===== config.mk =====
export PLATFORM = sky130hd
export DESIGN_NAME = uart_baud_gen
export DESIGN_NICKNAME = d
export VERILOG_FILES = /design/src/rtl/uart_baud_gen.sv
export SDC_FILE = /design/constraint.sdc
export NUM_CORES = 1
export LEC_CHECK = 0
export ABC_AREA = 1
export CAP_MARGIN = 20
export CORE_MARGIN = 3
export CORE_UTILIZATION = 55
export CTS_CLUSTER_DIAMETER = 40
export CTS_CLUSTER_SIZE = 30
export DETAILED_ROUTE_END_ITERATION = 12
export PLACE_DENSITY_LB_ADDON = 0.15
export SLEW_MARGIN = 20
export SYNTH_ARGS = -nofsm -noshare
export SYNTH_HDL_FRONTEND = slang
export SYNTH_SLANG_ARGS = --single-unit

===== constraint.sdc =====
create_clock -name clk -period 4.6 [get_ports clk]
set_input_delay 0.69 -clock clk [delete_from_list [all_inputs] [get_ports clk]]
set_output_delay 0.69 -clock clk [all_outputs]
set_load 0.005 [all_outputs]

===== src/rtl/uart_baud_gen.sv =====
// uart_baud_gen: programmable rx oversample / tx bit strobe generator with glitch-free divisor reload.
// Define UART_BAUD_FRAC_EN to enable the fractional divisor accumulator.
module uart_baud_gen #(
    parameter int CLK_HZ       = 100000000,
    parameter int DEFAULT_BAUD = 9600,
    parameter int OVERSAMPLE   = 16,
    parameter int DIV_W        = 16,
    parameter int FRAC_W       = 4
) (
    input  logic                          clk,
    input  logic                          rst,
    input  logic                          en,
    input  logic [DIV_W-1:0]              div_int,
    input  logic [FRAC_W-1:0]             div_frac,
    input  logic                          div_load,
    input  logic                          restart,
    output logic                          rx_tick,
    output logic                          tx_tick,
    output logic [$clog2(OVERSAMPLE)-1:0] rx_phase,
    output logic                          load_pending,
    output logic                          load_err
);
    localparam int PW = $clog2(OVERSAMPLE);
    localparam logic [DIV_W-1:0] DEF_INT = DIV_W'(CLK_HZ / (DEFAULT_BAUD * OVERSAMPLE));
    logic [DIV_W:0]   cnt, n;
    logic [DIV_W-1:0] act_int, shd_int;
    logic [PW-1:0]    phase;
    logic             carry, wrap, ok_load, apply;
    assign n       = {1'b0, act_int} + {{DIV_W{1'b0}}, carry};
    assign wrap    = en && !restart && cnt == n - {{DIV_W{1'b0}}, 1'b1};
    assign ok_load = div_load && div_int >= DIV_W'(2);
    assign apply   = (restart || wrap) && load_pending;
    // Shadow is applied before a same-edge capture, so a new load always stays pending.
    always_ff @(posedge clk) begin
        if (rst) begin
            cnt          <= '0;
            phase        <= '0;
            rx_tick      <= 1'b0;
            tx_tick      <= 1'b0;
            rx_phase     <= '0;
            load_pending <= 1'b0;
            load_err     <= 1'b0;
            act_int      <= DEF_INT;
            shd_int      <= '0;
        end else begin
            rx_tick  <= wrap;
            tx_tick  <= wrap && phase == PW'(OVERSAMPLE - 1);
            load_err <= div_load && !ok_load;
            if (restart) begin
                cnt      <= '0;
                phase    <= '0;
                rx_phase <= '0;
            end else if (wrap) begin
                cnt      <= '0;
                phase    <= phase + PW'(1);
                rx_phase <= phase;
            end else if (en) begin
                cnt <= cnt + (DIV_W + 1)'(1);
            end
            if (apply) begin
                act_int      <= shd_int;
                load_pending <= 1'b0;
            end
            if (ok_load) begin
                shd_int      <= div_int;
                load_pending <= 1'b1;
            end
        end
    end
`ifdef UART_BAUD_FRAC_EN
    logic [FRAC_W-1:0] acc, act_frac, shd_frac;
    always_ff @(posedge clk) begin
        if (rst) begin
            acc      <= '0;
            carry    <= 1'b0;
            act_frac <= '0;
            shd_frac <= '0;
        end else begin
            if (restart)
                {carry, acc} <= '0;
            else if (wrap)
                {carry, acc} <= {1'b0, acc} + {1'b0, act_frac};
            if (apply)
                act_frac <= shd_frac;
            if (ok_load)
                shd_frac <= div_frac;
        end
    end
`else
    logic unused_frac;
    assign unused_frac = ^div_frac;
    assign carry       = 1'b0;
`endif
endmodule


==> flow_summary.toml <==
[outcome]
status = "complete, no violations"

[clocking]
post_cts_resized = 0
cts-htree-levels = 3
cts.reportedPaths.clkPinSlew_ns = 0.07
cts_buffer_depth = 2
cts-root-buf = "clkbuf_8"
cts_setup_buffers = 0
clock-sinks = 61
postCtsHoldBufs = 0
cts_tree = "done"
cts_made_buffers = 9
worstSkewPairLatency_ns = 0.35

[global_route]
grt_usage = 0.221
antenna_found_initial = 0
grt_use_met3 = 0.0676
top_usage_layer = "met2"
grt_start_max_net_pins = 36
grt_pass1_vias = 2658
grt_use_met1 = 0.279
met2_usage = 0.364
gr-total-overflow = 0
grt_pass1_wl_um = 11500

[timing]
fin_tns_setup_ns = 0
fmax_ghz = 0.316
rsz0062_at_grt = "false"
worstMarginPinSlew_ns = 0.805
holdWs_ns = 0.459
hold_viol_final = 0
layout_min_cycle_time_ns = 3.16
slew_violations = 0
setup_violations = 0
fin_ws_ns = 1.44
post-route-period-util = 0.688
slew_headroom = 0.460
fin_worst_skew_ns = 0.00906

[route]
drcViolationCount = 0
wirelength_um = 6340
dr.pass1.iters = 5
drt_iter0_markers = 154
avgViaCountPerCell = 5.11
postRouteAntennaNets = 0
vias = 2895
wl_per_cell_um = 11.2

[die]
die_area_um2 = 6600
die_w_um = 81.2
die_h_um = 81.2
start_util = 0.587
io_pins = 33
core_area_um2 = 5300
rows = 26

[worst_hold_path]
timing.hold.worst.start = "shd_int[6]"
hp-class = "register to register"
worstHoldPathCells = 2
min_to = "shd_int[6]"

[layout]
final_common_cell = "nand2_1"
layout-drive-gt1-share = 0.0625
syn_to_final_growth_pct = 16.2
utilization = 0.682
nFillCells = 486
fin_nets = 519
diodes = 0
most-common-layout-cells = "nand2_1, nor2_1, dfxtp_1, inv_1, nand3_1"

[logic_synthesis]
synth_compound_area_frac = 0.111
avgSynthCellArea_um2 = 6.71
synthDistinctLibCells = 29
synth.cell_area_um2 = 3110
yosys.area.top_type_share = 0.392
synth_mux_area_frac = 0
yosys.area.top_type = "dfxtp_1"
synthXorXnorAreaFrac = 0.0506
synth_top_family_by_area = "simple AND/OR/NAND/NOR gates"
ys_ff_latch = 61
synth_area_leaders = "dfxtp_1, nand2_1, nor2_1, nand3_1, inv_1"
yosysWarningCount = 0
synth-simple-area-share = 0.344
synth_nets = 492
synth_fa_ha_area_frac = 0.0121
synth_seq_area_share = 0.392
syn_inst = 464

[pwr]
p_total_mw = 1.16
cellLeakagePower_nw = 1.50
max-vdd-ir-drop_v = 0.000259
p_per_area_nw_per_um2 = 321

[worst_setup_path]
cp.arrival_ns = 3.37
critPathCaptureType = "register"
critPathMaxStageDelay_ns = 0.55
path_class = "input pin to register"
crit_slowest_cell = "clkdlybuf4s50_1"
crit_top_cell = "nor2_1"
r2r_start = "act_int[0]"
cp.required_ns = 4.81
cp-start-kind = "input pin"
r2r_cells = 14
r2r_setup_slack_ns = 1.78
worstPathMaxFanout = 17
rr_endpoint = "cnt[4]"
path_cells = "clkdlybuf4s50_1 > inv_1 > nor2_1 > o21ai_0 > nor2_1 > nand3_1 > nor2_1 > nand2_1 > nor2_1 > nand3_1 > nor2_1 > nor2_1 > nand2_2 > nor3_1"

[place]
hpwl_um = 4730
gp_congestion = 0.883
dp_slack_ns = 1.14
io_buffers = 28

[job]
maxCapViolCount = 0
==> worst max path at each step <==
stage / startpoint / to / slack [ns] / depth (start not counted)
3_3_place_gp: en / cnt[12] / 1.20 / 14
2_1_floorplan: en / phase[2] / 2.57 / 14
4_1_cts: en / cnt[4] / 1.47 / 14
5_1_grt: en / cnt[4] / 1.09 / 14
3_5_place_dp: en / cnt[5] / 1.14 / 14
6_report: en / cnt[4] / 1.44 / 14
==> state kept, by name (all words and copies together), names as in the netlist <==
| signal | flops |
|---|---|
| rx_tick | 1 |
| tx_tick | 1 |
| rx_phase | 4 |
| cnt | 17 |
| shd_int | 16 |
| act_int | 16 |
| load_pending | 1 |
| load_err | 1 |
| phase | 4 |
==> logic make-up (layout without fill, tap and decap cells) <==
family,after synthesis,in the layout
AOI/OAI and AO/OA,65,65
xor gates and xnor gates,18,18
adders and majority gates,3,3
buffers and inverters,68,100
DFF,61,61
and+or+nand+nor,249,249
==> layout make-up <==
cell class,instances,area [um2],area share
clock buffers,9,124,0.0342
clock inverters,7,81.3,0.0225
inverters,55,206,0.0571
multi-input cells,335,1610,0.445
flip-flops and latches,61,1220,0.337
well taps,70,87.6,0.0242
repair buffers,29,288,0.0795
==> worst max-delay path: cells and delay by family <==
kind                   cells  cell delay (ns)
buffers and inverters      2             0.70
AOI/OAI and AO/OA          1             0.09
and+or+nand+nor           11             1.88
==> Yosys cell counts, drive strengths merged <==
cell / instances
nand2: 104
nor2: 81
dfxtp: 61
inv: 54
nand3: 44
a21oi: 33
o21ai: 30
xor2: 13
clkbuf: 8
nor3: 6
buf: 5
nand4: 5
nor4: 5
xnor2: 5
ha: 3
or2: 2
a21boi: 1
and2: 1
clkinv: 1
nand3b: 1
o21bai: 1
==> per-layer routing <==
| metal | vias to the layer above | part of all wire |
|---|---|---|
| li1 | 1535 | - |
| met1 | 1305 | 0.49 |
| met2 | 48 | 0.46 |
| met3 | 7 | 0.040 |
| met4 | 0 | 0.0079 |
| met5 | - | 0 |
==> per-stage QoR <==
stage | cell area, um2 | cells
2_1_floorplan | 3110 | 464
3_3_place_gp | 3410 | 550
3_5_place_dp | 3410 | 550
4_1_cts | 3620 | 566
5_1_grt | 3620 | 566
6_report | 3620 | 566
==> report_power, final <==
group	leakage (nW)	total [mW]	switching, mW	internal (mW)
logic	0.898	0.111	0.0644	0.0467
clock network	0.100	0.490	0.233	0.256
registers	0.498	0.561	0.0138	0.547
(Power assumes the default switching activity.)
